## src/rtl/jtdd_pkg.sv

```systemverilog
// Shared types and constants for the jtdd graphics ROM arbiter.
package jtdd_pkg;

    localparam int ROMARB_SLOTS = 3;

    typedef enum logic {
        IDLE = 1'b0,
        WAIT = 1'b1
    } romarb_state_t;

    typedef logic [1:0] slot_idx_t;

    // Next slot index in round-robin order, wrapping after the last slot.
    function automatic slot_idx_t slot_next(input slot_idx_t s);
        return (s >= slot_idx_t'(ROMARB_SLOTS - 1)) ? slot_idx_t'(0) : s + slot_idx_t'(1);
    endfunction

endpackage

```

## src/rtl/jtdd_rom_arb_if.sv

```systemverilog
// Memory read port shared by the ROM arbiter (master) and the SDRAM/ROM
// controller (slave). mem_req is held until the one-cycle mem_ok acknowledge.
interface jtdd_rom_arb_if #(
    parameter int DW  = 8,
    parameter int MAW = 22
);
    logic [MAW-1:0] mem_addr;
    logic           mem_req;
    logic [DW-1:0]  mem_data;
    logic           mem_ok;

    modport master (
        output mem_addr,
        output mem_req,
        input  mem_data,
        input  mem_ok
    );

    modport slave (
        input  mem_addr,
        input  mem_req,
        output mem_data,
        output mem_ok
    );
endinterface

```

## src/rtl/jtdd_rom_slot.sv

```systemverilog
// One cached requester slot: remembers the last fetched address/word and
// compares it combinationally against the requester's current address.
module jtdd_rom_slot #(
    parameter int AW = 15,
    parameter int DW = 8
) (
    input  logic          clk,
    input  logic          rst,
    input  logic          cs,
    input  logic [AW-1:0] addr,
    input  logic          wr_en,
    input  logic [AW-1:0] wr_addr,
    input  logic [DW-1:0] wr_data,
    output logic [DW-1:0] data,
    output logic          ok,
    output logic          pending
);
    logic          valid;
    logic [AW-1:0] caddr;
    logic [DW-1:0] cdata;
    logic          hit;

    // Cache fill on the arbiter's completion strobe; reset empties the slot.
    always_ff @(posedge clk) begin
        if (rst) begin
            valid <= 1'b0;
            caddr <= '0;
            cdata <= '0;
        end else if (wr_en) begin
            valid <= 1'b1;
            caddr <= wr_addr;
            cdata <= wr_data;
        end
    end

    assign hit     = valid && (addr == caddr);
    assign ok      = cs && hit;
    assign pending = cs && !hit;
    assign data    = cdata;

endmodule

```

## src/rtl/jtdd_rom_arb.sv

```systemverilog
// Three-slot graphics ROM fetch arbiter (char, scroll, object layers) sharing
// one memory read port. Each slot caches its last word; a slot whose address
// differs from its cache (or is empty) is fetched, one transaction at a time.
// Build option JTDD_ROMARB_PRIO_EN: fixed priority 0 > 1 > 2 instead of
// round-robin; the round-robin pointer is then not built.
module jtdd_rom_arb
    import jtdd_pkg::*;
#(
    parameter int             AW      = 15,
    parameter int             DW      = 8,
    parameter int             MAW     = 22,
    parameter logic [MAW-1:0] OFFSET0 = '0,
    parameter logic [MAW-1:0] OFFSET1 = '0,
    parameter logic [MAW-1:0] OFFSET2 = '0
) (
    input  logic            clk,
    input  logic            rst,
    input  logic            cs0,
    input  logic            cs1,
    input  logic            cs2,
    input  logic [AW-1:0]   addr0,
    input  logic [AW-1:0]   addr1,
    input  logic [AW-1:0]   addr2,
    output logic [DW-1:0]   data0,
    output logic [DW-1:0]   data1,
    output logic [DW-1:0]   data2,
    output logic            ok0,
    output logic            ok1,
    output logic            ok2,
    jtdd_rom_arb_if.master  mem
);
    romarb_state_t           state, state_nxt;
    slot_idx_t               gslot, gslot_nxt;
    logic [AW-1:0]           gaddr, gaddr_nxt;
    logic [MAW-1:0]          mem_addr_q, mem_addr_nxt;
    logic                    mem_req_q, mem_req_nxt;
    logic                    fill;
    logic [ROMARB_SLOTS-1:0] pend;
    logic                    found;
    slot_idx_t               gsel;
    logic [AW-1:0]           addr_sel;
    logic [MAW-1:0]          offset_sel;
`ifndef JTDD_ROMARB_PRIO_EN
    slot_idx_t               ptr, ptr_nxt;
    slot_idx_t               cand;
`endif

    jtdd_rom_slot #(.AW(AW), .DW(DW)) u_slot0 (
        .clk(clk), .rst(rst), .cs(cs0), .addr(addr0),
        .wr_en(fill && gslot == 2'd0), .wr_addr(gaddr), .wr_data(mem.mem_data),
        .data(data0), .ok(ok0), .pending(pend[0])
    );

    jtdd_rom_slot #(.AW(AW), .DW(DW)) u_slot1 (
        .clk(clk), .rst(rst), .cs(cs1), .addr(addr1),
        .wr_en(fill && gslot == 2'd1), .wr_addr(gaddr), .wr_data(mem.mem_data),
        .data(data1), .ok(ok1), .pending(pend[1])
    );

    jtdd_rom_slot #(.AW(AW), .DW(DW)) u_slot2 (
        .clk(clk), .rst(rst), .cs(cs2), .addr(addr2),
        .wr_en(fill && gslot == 2'd2), .wr_addr(gaddr), .wr_data(mem.mem_data),
        .data(data2), .ok(ok2), .pending(pend[2])
    );

    // Grant selection: first pending slot in priority or round-robin order.
    always_comb begin
        found = 1'b0;
        gsel  = '0;
`ifdef JTDD_ROMARB_PRIO_EN
        for (int i = 0; i < ROMARB_SLOTS; i++) begin
            if (!found && pend[i]) begin
                found = 1'b1;
                gsel  = slot_idx_t'(i);
            end
        end
`else
        cand = ptr;
        for (int i = 0; i < ROMARB_SLOTS; i++) begin
            if (!found && pend[cand]) begin
                found = 1'b1;
                gsel  = cand;
            end
            cand = slot_next(cand);
        end
`endif
    end

    // Address and base offset of the selected slot; the sum wraps at MAW bits.
    always_comb begin
        addr_sel   = addr0;
        offset_sel = OFFSET0;
        case (gsel)
            2'd1: begin
                addr_sel   = addr1;
                offset_sel = OFFSET1;
            end
            2'd2: begin
                addr_sel   = addr2;
                offset_sel = OFFSET2;
            end
            default: begin
                addr_sel   = addr0;
                offset_sel = OFFSET0;
            end
        endcase
    end

    // FSM next state: issue one fetch from IDLE, complete it on mem_ok in WAIT.
    always_comb begin
        state_nxt    = state;
        gslot_nxt    = gslot;
        gaddr_nxt    = gaddr;
        mem_addr_nxt = mem_addr_q;
        mem_req_nxt  = mem_req_q;
        fill         = 1'b0;
`ifndef JTDD_ROMARB_PRIO_EN
        ptr_nxt      = ptr;
`endif
        case (state)
            IDLE: begin
                if (found) begin
                    gslot_nxt    = gsel;
                    gaddr_nxt    = addr_sel;
                    mem_addr_nxt = offset_sel + MAW'(addr_sel);
                    mem_req_nxt  = 1'b1;
                    state_nxt    = WAIT;
`ifndef JTDD_ROMARB_PRIO_EN
                    ptr_nxt      = slot_next(gsel);
`endif
                end
            end
            WAIT: begin
                if (mem.mem_ok) begin
                    fill        = 1'b1;
                    mem_req_nxt = 1'b0;
                    state_nxt   = IDLE;
                end
            end
            default: begin
                state_nxt   = IDLE;
                mem_req_nxt = 1'b0;
            end
        endcase
    end

    // FSM and request registers; reset abandons any outstanding fetch.
    always_ff @(posedge clk) begin
        if (rst) begin
            state      <= IDLE;
            gslot      <= '0;
            gaddr      <= '0;
            mem_addr_q <= '0;
            mem_req_q  <= 1'b0;
`ifndef JTDD_ROMARB_PRIO_EN
            ptr        <= '0;
`endif
        end else begin
            state      <= state_nxt;
            gslot      <= gslot_nxt;
            gaddr      <= gaddr_nxt;
            mem_addr_q <= mem_addr_nxt;
            mem_req_q  <= mem_req_nxt;
`ifndef JTDD_ROMARB_PRIO_EN
            ptr        <= ptr_nxt;
`endif
        end
    end

    assign mem.mem_addr = mem_addr_q;
    assign mem.mem_req  = mem_req_q;

endmodule
```

## src/flat_wrapper.sv

```systemverilog
// flat-port wrapper written by rule: the top's interface ports become plain ports
module jtdd_rom_arb_flat import jtdd_pkg::*;
#(
    parameter int             AW      = 15,
    parameter int             DW      = 8,
    parameter int             MAW     = 22,
    parameter logic [MAW-1:0] OFFSET0 = '0,
    parameter logic [MAW-1:0] OFFSET1 = '0,
    parameter logic [MAW-1:0] OFFSET2 = '0
)
  (clk, rst, cs0, cs1, cs2, addr0, addr1, addr2, data0, data1, data2, ok0, ok1, ok2, mem_mem_addr, mem_mem_req, mem_mem_data, mem_mem_ok);
  jtdd_rom_arb_if #(.DW(DW), .MAW(MAW)) mem_i ();
  input  logic clk;
  input  logic rst;
  input  logic cs0;
  input  logic cs1;
  input  logic cs2;
  input  logic [AW-1:0] addr0;
  input  logic [AW-1:0] addr1;
  input  logic [AW-1:0] addr2;
  output logic [DW-1:0] data0;
  output logic [DW-1:0] data1;
  output logic [DW-1:0] data2;
  output logic ok0;
  output logic ok1;
  output logic ok2;
  output wire logic [$bits(mem_i.mem_addr)-1:0] mem_mem_addr;
  output wire logic [$bits(mem_i.mem_req)-1:0] mem_mem_req;
  input wire logic [$bits(mem_i.mem_data)-1:0] mem_mem_data;
  input wire logic [$bits(mem_i.mem_ok)-1:0] mem_mem_ok;
  assign mem_mem_addr = mem_i.mem_addr;
  assign mem_mem_req = mem_i.mem_req;
  assign mem_i.mem_data = mem_mem_data;
  assign mem_i.mem_ok = mem_mem_ok;
  jtdd_rom_arb #(.AW(AW), .DW(DW), .MAW(MAW), .OFFSET0(OFFSET0), .OFFSET1(OFFSET1), .OFFSET2(OFFSET2)) u_core (.clk(clk), .rst(rst), .cs0(cs0), .cs1(cs1), .cs2(cs2), .addr0(addr0), .addr1(addr1), .addr2(addr2), .data0(data0), .data1(data1), .data2(data2), .ok0(ok0), .ok1(ok1), .ok2(ok2), .mem(mem_i));
endmodule
```

## config.mk

```make
export PLATFORM = sky130hd
export DESIGN_NAME = jtdd_rom_arb_flat
export DESIGN_NICKNAME = d
export VERILOG_FILES = /design/src/rtl/jtdd_pkg.sv /design/src/rtl/jtdd_rom_arb_if.sv /design/src/rtl/jtdd_rom_slot.sv /design/src/rtl/jtdd_rom_arb.sv /design/src/flat_wrapper.sv
export SDC_FILE = /design/constraint.sdc
export NUM_CORES = 1
export LEC_CHECK = 0
export ABC_AREA = 0
export CORE_AREA = 3 3 98 100
export CTS_CLUSTER_DIAMETER = 80
export DETAILED_ROUTE_END_ITERATION = 12
export DIE_AREA = 0 0 101 103
export MAX_ROUTING_LAYER = met4
export PLACE_DENSITY = 0.84
export SLEW_MARGIN = 20
export SYNTH_ARGS = -nofsm -noshare
export SYNTH_HDL_FRONTEND = slang
export SYNTH_SLANG_ARGS = --single-unit
```

## constraint.sdc

```tcl
create_clock -name clk -period 4 [get_ports clk]
set_input_delay 1 -clock clk [delete_from_list [all_inputs] [get_ports clk]]
set_output_delay 1 -clock clk [all_outputs]
set_load 0.01 [all_outputs]
```

==> results of run 1 <==
==> flip-flops by register name (all words and copies together), names as in the netlist <==
register and flops:
u_core.gaddr 15, u_core.u_slot0.caddr 15, u_core.u_slot1.caddr 15, u_core.u_slot2.caddr 15
u_core.u_slot0.data 8, u_core.u_slot1.data 8, u_core.u_slot2.data 8, u_core.gslot 2
u_core.ptr 2, u_core.mem.mem_req 1, u_core.state 1, u_core.u_slot0.valid 1
u_core.u_slot1.valid 1, u_core.u_slot2.valid 1
==> cell usage in the layout, fill, tap and decap left out, drive strengths merged, types with 15 or more instances in the layout <==
cell           instances
a21oi                103
a22oi                 15
buf                   22
clkdlybuf4s50         97
dfxtp                 93
nand2                144
nand3                 19
nor2                  26
o211ai                17
xnor2                 45
==> power groups by stage <==
| stage | logic (mW) | clock network (mW) | registers [mW] |
|---|---|---|---|
| final | 0.381 | 0.700 | 1.00 |
| after global routing | 0.411 | 0.748 | 1.00 |
| after CTS | 0.379 | 0.708 | 0.998 |
| after detailed placement | 0.376 | 0 | 1.02 |
| after global placement | 0.365 | 0 | 1.02 |
| after floorplan | 0.180 | 0 | 1.02 |
==> area by class of cell <==
class / instances / area (um^2) / share of cell area
clock buffers: 10 / 128 / 0.0223
clock inverters: 6 / 95.1 / 0.0166
inverters: 5 / 18.8 / 0.00328
multi-input cells: 418 / 2270 / 0.397
flip-flops and latches: 93 / 1860 / 0.326
well taps: 108 / 135 / 0.0236
repair buffers: 122 / 1210 / 0.212
==> worst paths after layout <==
kind	slack (ns)	from	depth (start not counted)	to
worst min-delay path	0.46	u_core.u_slot1.data[2]$_SDFFE_PP0P_	2	u_core.u_slot1.data[2]$_SDFFE_PP0P_
worst min register to register	0.46	u_core.u_slot1.data[2]$_SDFFE_PP0P_	2	u_core.u_slot1.data[2]$_SDFFE_PP0P_
worst max-delay path	0.20	addr0[10]	6	ok0
worst max register to register	0.97	u_core.u_slot2.caddr[13]$_SDFFE_PP0P_	11	u_core.gaddr[0]$_SDFFE_PP0P_
==> through the flow <==
stage,std cells,hold WS [ns]
finish,762,0.458
global placement,746,0.441
global route,762,0.481
CTS,762,0.459
detailed placement,746,0.447
floorplan,560,0.440
==> kinds of logic after synthesis <==
logic type / Yosys count / share of synthesized area
AND/OR/NAND/NOR: 218 / 0.217
adder cells (fa/ha/maj): 4 / 0.0117
buffers and inverters: 49 / 0.0490
flip-flops: 93 / 0.434
AO/OA/AOI/OAI: 144 / 0.195
XOR/XNOR: 45 / 0.0919
other: 1 / 0.000875
==> routing by layer <==
metal	up-vias	wire length, um
li1	2059	-
met1	2000	5400
met2	205	6280
met3	33	1140
met4	0	417
met5	-	0
==> critical path, delay by kind of cell <==
kind	cells	cell delay, ns
simple gates	3	0.84
xor+xnor	1	0.14
buf+inv	2	0.81
==> results.md, run 1 <==
Logic synthesis:
- After synthesis the netlist holds a flip-flop and latch count of 93.
- Among all cell types in the netlist, the one instantiated most often is sky130_fd_sc_hd__nand2_1.
- The flip-flop cell with the highest count after synthesis is sky130_fd_sc_hd__dfxtp_1.
- In the synthesized netlist, the cells that appear most often are sky130_fd_sc_hd__nand2_1 (144), sky130_fd_sc_hd__a21oi_1 (102), sky130_fd_sc_hd__dfxtp_1 (93).
- The biggest area contributor in the post-synthesis netlist is sky130_fd_sc_hd__dfxtp_1.
- Of all flip-flops after synthesis, the portion carrying an async set or reset was 0.
- The share of the synthesized area in the top cell type is 0.434.
- The post-synthesis cell type count is 37.
- The mapped netlist covers 4290 um^2.
- The number of warnings reported in the yosys synthesis log is 0.
- Counting flops with a built-in enable in the synthesized netlist gives 0.
- Synthesis handed over a netlist of 554 instances.
- The share of the Yosys chip area taken by registers is 0.434.
- Yosys attributes the largest share of cell area to sky130_fd_sc_hd__dfxtp_1 (43%), sky130_fd_sc_hd__nand2_1 (13%), sky130_fd_sc_hd__a21oi_1 (12%).
- Dividing the synthesized area by the synthesized cell count gives about 7.7 um^2.

Place:
- The weighted congestion at the end of routability-driven global placement is 1.05.
- The standard cell area after detailed placement is roughly 5500 um^2.
- The total half-perimeter wirelength after legalization and detailed placement is 9740 um.
- Port buffering added 101 buffers.
- Prior to clock tree synthesis, the placed netlist has a worst setup slack of -0.114 ns.

Global route:
- The global routing's busiest layer is met2.
- The first global-routing pass estimated 20700 um of wire.
- The total overflow left after global routing is 0.
- For this run, global-route usage on met3 was measured as 0.0602.
- In the global route stage, overall resource usage came out at 0.262.
- Entering global routing, the biggest net connects 94 pins.
- The initial antenna violation count is 0.
- For this run, global-route usage on met2 was measured as 0.419.
- The routing usage on met1 is 0.320.
- The via count of the first global-routing pass came to 4153.

Setup path:
- Traced cell by cell, the critical path runs through clkdlybuf4s50_1 -> xnor2_2 -> nand4_1 -> or4_4 -> nor2_1 -> dlygate4sd2_1.
- The slowest stage of the critical path is the sky130_fd_sc_hd__or4_4 cell.
- STA classifies the critical path endpoint as a primary output.
- The classification of the worst setup path is input pin to primary output.
- The critical-path maximum fanout is 3.
- The largest stage delay on the critical path is between 0.5 and 0.6 ns.
- STA classifies the critical path startpoint as an input pin.
- The data arrival time of the critical path is 2.80 ns.
- The required time of the critical path is 3.00 ns.

Run:
- The tool flagged a number of max-cap violations equal to 0.

Routing:
- The count of nets left with antenna violations once routing finished came out at 0.
- Wires add up to 13200 um.
- The overall via count from detail_route is roughly 4300.
- For this run, design rule violations remaining after detail routing come to 0.
- The violation count after the first detailed-route iteration is 358.
- The ratio of routed vias to standard cells is 5.64.
- The detailed-routing iteration count for the pre-antenna-repair pass is 5.
- The per-cell routed wire length is 17.4 um.

Power and ir drop:
- Internal power comes to between 1.5 and 2 mW.
- Of the total power, the share spent switching nets is 0.278.
- The cell leakage power is 1.90 nW.
- In this run the power spent charging and discharging nets is 578 uW.
- IR analysis of the VDD net gives a maximum drop of between 0.2 and 0.25 mV.
- The share of total power dissipated in combinational logic is 0.183.
- Of the total power, registers draw 0.480.
- The share of total power dissipated in the clock network is 0.337.
- The power per cell area is 364 nW/um^2.
- The total design power is approximately 2.1 mW.

Die:
- The count of pins on the block boundary is 109.
- The die is 103 um tall.
- The number of cell rows is 34.
- The area of the die is 10400 um^2.
- Measured along the x axis, the die boundary spans 101 um.
- The starting utilization of the core area is 0.489.
- The placeable core region is a little under 9000 um^2.

STA:
- Setup violations remaining at the end of the flow were counted as 0.
- Subtracting the final worst setup slack from the clock period gives between 3 and 4 ns.
- The count of final max-slew check failures is 0.
- The number of endpoints with negative hold slack in the final report is 0.
- In the finished design, the share of the clock period the worst path needs comes to 0.951.
- The worst-case setup margin in the final layout is 0.197 ns.
- The final total negative setup slack is 0 ns.
- Headroom to the max-slew limit came out at 0.348.
- The maximum clock skew at final layout is approximately 0.011 ns.
- The transition time at the pin with the least slew margin is 0.976 ns.
- Setup repair after global routing left no endpoint under its margin.
- Static timing analysis puts the maximum clock frequency at roughly 0.26 GHz.

Clocking:
- Counting every sink on the clock net gives 93.
- The number of levels the H-tree was split into is 3.
- Buffers added to address setup during post-CTS repair amount to 0.
- Gates resized during post-CTS repair numbered 6.
- The clock insertion delay at the later pin of the skew report is 0.36 ns.
- In this run, post-CTS hold repair placed 0 buffers.
- The number of buffers created by CTS is 9.
- The CTS clock-pin slew for the worst setup and hold paths is 0.10 ns.
- The clock tree root driver cell is sky130_fd_sc_hd__clkbuf_8.
- No sink is reached through more buffers than the 2 on the longest clock path.
- TritonCTS built the clock tree.

Finish:
- The layout overhead on the synthesized area is 33.4%.
- Summing all non-filler instances in the final layout gives an area of 5720 um^2.
- After filler insertion, the fill cell instance count of the layout stands at 714.
- In the final layout, the share of cells above drive strength 1 is 0.0719.
- The net count reported at finish is 712.
- 0 antenna diodes ended up in the layout.
- The end-of-flow core utilization is 0.653.

Outcome:
- The flow ran to the end, and the final reports show no timing, DRC or antenna violations.

Worst hold path:
- In this run the worst hold path is classified as register to register.
Note: power is estimated with default switching activity, not from simulation.
==> run 2: changes to the inputs <==
--- a/config.mk
+++ b/config.mk
@@ -10,6 +10,7 @@
 export CTS_CLUSTER_DIAMETER = 80
 export DETAILED_ROUTE_END_ITERATION = 12
 export DIE_AREA = 0 0 101 103
+export HOLD_SLACK_MARGIN = 0.03
 export MAX_ROUTING_LAYER = met4
 export PLACE_DENSITY = 0.84
 export SLEW_MARGIN = 20
==> results of run 2 <==
Final layout, timing and power as in run 1 (identical DEF).
==> run 3: changes to the inputs <==
--- a/config.mk
+++ b/config.mk
@@ -6,13 +6,15 @@
 export NUM_CORES = 1
 export LEC_CHECK = 0
 export ABC_AREA = 0
-export CORE_AREA = 3 3 98 100
+export CELL_PAD_IN_SITES_DETAIL_PLACEMENT = 0
+export CELL_PAD_IN_SITES_GLOBAL_PLACEMENT = 1
+export CORE_AREA = 3 3 115 117
 export CTS_CLUSTER_DIAMETER = 80
 export DETAILED_ROUTE_END_ITERATION = 12
-export DIE_AREA = 0 0 101 103
+export DIE_AREA = 0 0 118 120
 export HOLD_SLACK_MARGIN = 0.03
 export MAX_ROUTING_LAYER = met4
-export PLACE_DENSITY = 0.84
+export PLACE_DENSITY = 0.83
 export SLEW_MARGIN = 20
 export SYNTH_ARGS = -nofsm -noshare
 export SYNTH_HDL_FRONTEND = slang
==> run 3 against run 2 <==
  * Sequential share of layout area fell by 1.4 points
  * Largest cell class unchanged
  * Design area is 4.6% higher
  * Via count is 2.2% lower
  * Combinational power grew 2%
  * Critical path type unchanged
  * Clock skew down 0.0020 ns
  * Clock power up 34%
  * Non-clock buffer count rose by 7
  * Fmax is 1.3% lower
==> results.md, run 3 (synthesized netlist as in run 1, its figures left out) <==
Finish:
- The antenna diode count came to 0 (unchanged).
- The layout overhead on the synthesized area was 39.5% (was 33.4%).
- The sequential cell area came to 1860 um^2 (unchanged).
- Most frequent cells in the layout: sky130_fd_sc_hd__nand2_1 (144), sky130_fd_sc_hd__a21oi_1 (102), sky130_fd_sc_hd__clkdlybuf4s50_1 (95), sky130_fd_sc_hd__dfxtp_1 (93), sky130_fd_sc_hd__xnor2_1 (39) (was sky130_fd_sc_hd__nand2_1 (144), sky130_fd_sc_hd__a21oi_1 (102), sky130_fd_sc_hd__clkdlybuf4s50_1 (97), sky130_fd_sc_hd__dfxtp_1 (93), sky130_fd_sc_hd__xnor2_1 (42)).
- The net count reported at finish is 719 (was 712).
- The number of filler instances in the final layout is 1230 (was 714).
- The end-of-flow core utilization came to 0.480 (was 0.653).
- The fraction of final layout cells sized beyond drive strength 1 is 0.0877 (was 0.0719).
- The leading cell type in the layout, fill and taps excluded is sky130_fd_sc_hd__nand2_1 (unchanged).
- The combined area of the multi-input logic cells is 2290 um^2 (was 2270 um^2).

Global route:
- The via count of the first global-routing pass was 4085 (was 4153).
- The largest net degree at the start of global routing is 52 (was 94).
- The final global-route overflow total is 0 (unchanged).
- The initial antenna violation count was 0 (unchanged).
- The total global-route track usage came to 0.205 (was 0.262).
- The first-pass GRT wire length is 22200 um (was 20700 um).

Clocking:
- The clock sink total is 93 (unchanged).
- The CTS clock-pin slew for the worst setup and hold paths was 0.07 ns (was 0.10 ns).
- The number of levels the H-tree was split into is 3 (unchanged).
- The number of buffers inserted for hold repair after clock tree synthesis was 0 (unchanged).
- The number of buffers between clock root and the deepest sink was 2 (unchanged).
- The clock insertion delay at the later pin of the skew report is 0.35 ns (was 0.36 ns).
- The clock tree root driver cell is sky130_fd_sc_hd__clkbuf_16 (was sky130_fd_sc_hd__clkbuf_8).
- The number of buffers created by CTS was 9 (unchanged).
- The TritonCTS clock tree was yes (unchanged).

Die:
- The overall die width was 118 um (was 101 um).
- The area of the die was 14200 um^2 (was 10400 um^2).
- The number of cell rows was 41 (was 34).
- The count of pins on the block boundary is 109 (unchanged).
- The y dimension of the die came to 120 um (was 103 um).
- The starting utilization of the core area is 0.344 (was 0.489).
- The placeable core region is 12500 um^2 (was 8760 um^2).

Setup path:
- The largest stage delay on the critical path is 0.57 ns (was 0.58 ns).
- The slowest cell on the critical path is sky130_fd_sc_hd__or4_4 (unchanged).
- The required time of the critical path came to 3.00 ns (about the same).
- The kind of end point of the critical path is a primary output (unchanged).
- The classification of the worst setup path is input pin to primary output (unchanged).
- The critical-path maximum fanout is 3 (unchanged).
- The data arrival time of the critical path came to 2.85 ns (was 2.80 ns).
- Crit path cell chain: clkdlybuf4s50_1 -> xnor2_2 -> nand4_1 -> or4_4 -> nor2_1 -> dlygate4sd2_1 (unchanged).
- The startpoint kind of the worst setup timing path is an input pin (unchanged).

Routing:
- The overall via count from detail_route is 4201 (was 4297).
- The detailed-routing iteration count for the pre-antenna-repair pass is 5 (unchanged).
- The ratio of routed vias to standard cells is 5.04 (was 5.64).
- The post-detailed-route count of antenna-violating nets was 0 (unchanged).
- The number of remaining DRC errors is 0 (unchanged).
- The per-cell routed wire length is 17.0 um (was 17.4 um).
- The violation count after the first detailed-route iteration is 297 (was 358).
- The total length of routed wires is 14200 um (was 13200 um).

Place:
- The total half-perimeter wirelength after legalization and detailed placement was 10300 um (was 9740 um).
- The count of port buffers added during placement is 101 (unchanged).
- The weighted congestion at the end of routability-driven global placement is 0.881 (was 1.05).

Power and ir drop:
- The internal power was 1.70 mW (was 1.50 mW).
- The part of the power in registers was 0.430 (was 0.480).
- The net switching power figure is 627 uW (was 578 uW).
- The clock network power share is 0.404 (was 0.337).
- The peak supply drop was 0.205 mV (was 0.240 mV).
- The fraction of power consumed by combinational cells is 0.167 (was 0.183).
- The cell leakage power was 2.01 nW (was 1.90 nW).
- The power per cell area is 389 nW/um^2 (was 364 nW/um^2).
- The switching portion of total power is 0.269 (was 0.278).

STA:
- The relative max-transition margin is 0.318 (was 0.348).
- The transition time at the pin with the least slew margin is 1.02 ns (was 0.976 ns).
- The final critical path time including I/O delays and setup is 3.85 ns (was 3.80 ns).
- The final setup violation count is 0 (unchanged).
- The maximum clock skew at final layout is 0.00914 ns (was 0.0112 ns).
- The number of endpoints with negative hold slack in the final report was 0 (unchanged).
- Unrepaired setup endpoints after global routing: no (unchanged).
- The period utilization is 0.963 (was 0.951).
- The count of final max-slew check failures came to 0 (unchanged).
- The final total negative setup slack is 0 ns (unchanged).
- The highest achievable clock rate is 0.260 GHz (was 0.263 GHz).

Outcome:
- Outcome: finished, final reports clean (unchanged).

Run:
- The reported max-cap violation count was 0 (unchanged).

Worst hold path:
- The classification of the worst-slack hold path is register to register (unchanged).
-- run 3: changes by cell type in the layout (fill, tap and decap cells not counted), sizes merged --
cell,change
clkinvlp,+2
dlymetal6s2s,+2
clkdlybuf4s50,-2
buf,+7
clkbuf,-1
clkinv,-1
-- run 3: power groups by stage --
stage               logic (mW)  clock network (mW)  registers [mW]
CTS                      0.388               0.959           0.998
floorplan                0.180                   0            1.02
global route             0.419               0.993            1.00
global placement         0.380                   0            1.02
detailed placement       0.383                   0            1.02
finish                   0.387               0.940           0.999
-- run 3: worst max-delay path: cells and delay by family --
| kind | cells | cell delay, ns |
|---|---|---|
| buffers and inverters | 2 | 0.77 |
| AND/OR/NAND/NOR | 3 | 0.87 |
| XOR/XNOR | 1 | 0.22 |
-- run 3: final cells by class --
| cell class | instances | area share |
|---|---|---|
| inverter | 5 | 0.00314 |
| sequential | 93 | 0.311 |
| clock buffer | 9 | 0.0377 |
| multi-input combinational | 418 | 0.384 |
| tap | 172 | 0.0360 |
| clock inverter | 7 | 0.0163 |
| timing repair buffer | 129 | 0.212 |
-- run 3: metrics by stage --
stage / area [um^2] / total power [mW] / setup slack, ns / hold WS [ns] / cells
after global placement: 5600 / 1.40 / -0.235 / 0.443 / 816
after floorplan: 4310 / 1.20 / 0.538 / 0.440 / 560
final: 5980 / 2.33 / 0.148 / 0.456 / 833
after CTS: 5970 / 2.34 / 0.0137 / 0.456 / 833
after global routing: 5980 / 2.42 / 0.0562 / 0.476 / 833
after detailed placement: 5600 / 1.40 / -0.206 / 0.448 / 816
-- run 3: worst paths after layout --
kind                                         startpoint                                   to  slack, ns  depth (start not counted)
hold reg to reg     u_core.u_slot1.data[6]$_SDFFE_PP0P_  u_core.u_slot1.data[6]$_SDFFE_PP0P_       0.46                          2
setup / recovery                               addr0[2]                                  ok0       0.15                          6
hold / removal      u_core.u_slot1.data[6]$_SDFFE_PP0P_  u_core.u_slot1.data[6]$_SDFFE_PP0P_       0.46                          2
setup reg to reg  u_core.u_slot2.caddr[11]$_SDFFE_PP0P_         u_core.gaddr[2]$_SDFFE_PP0P_       0.98                         12
-- run 3: per-layer routing --
layer / part of all wire / GRT usage
met5: 0 / -
met4: 0.021 / 0.0747
met3: 0.051 / 0.0372
met2: 0.49 / 0.335
met1: 0.44 / 0.255
-- run 3: repair_timing --
item	in CTS	in global routing
setup endpoints to repair	3	1
pin swaps	4	3
setup buffers	1	0
gates resized for setup	8	3
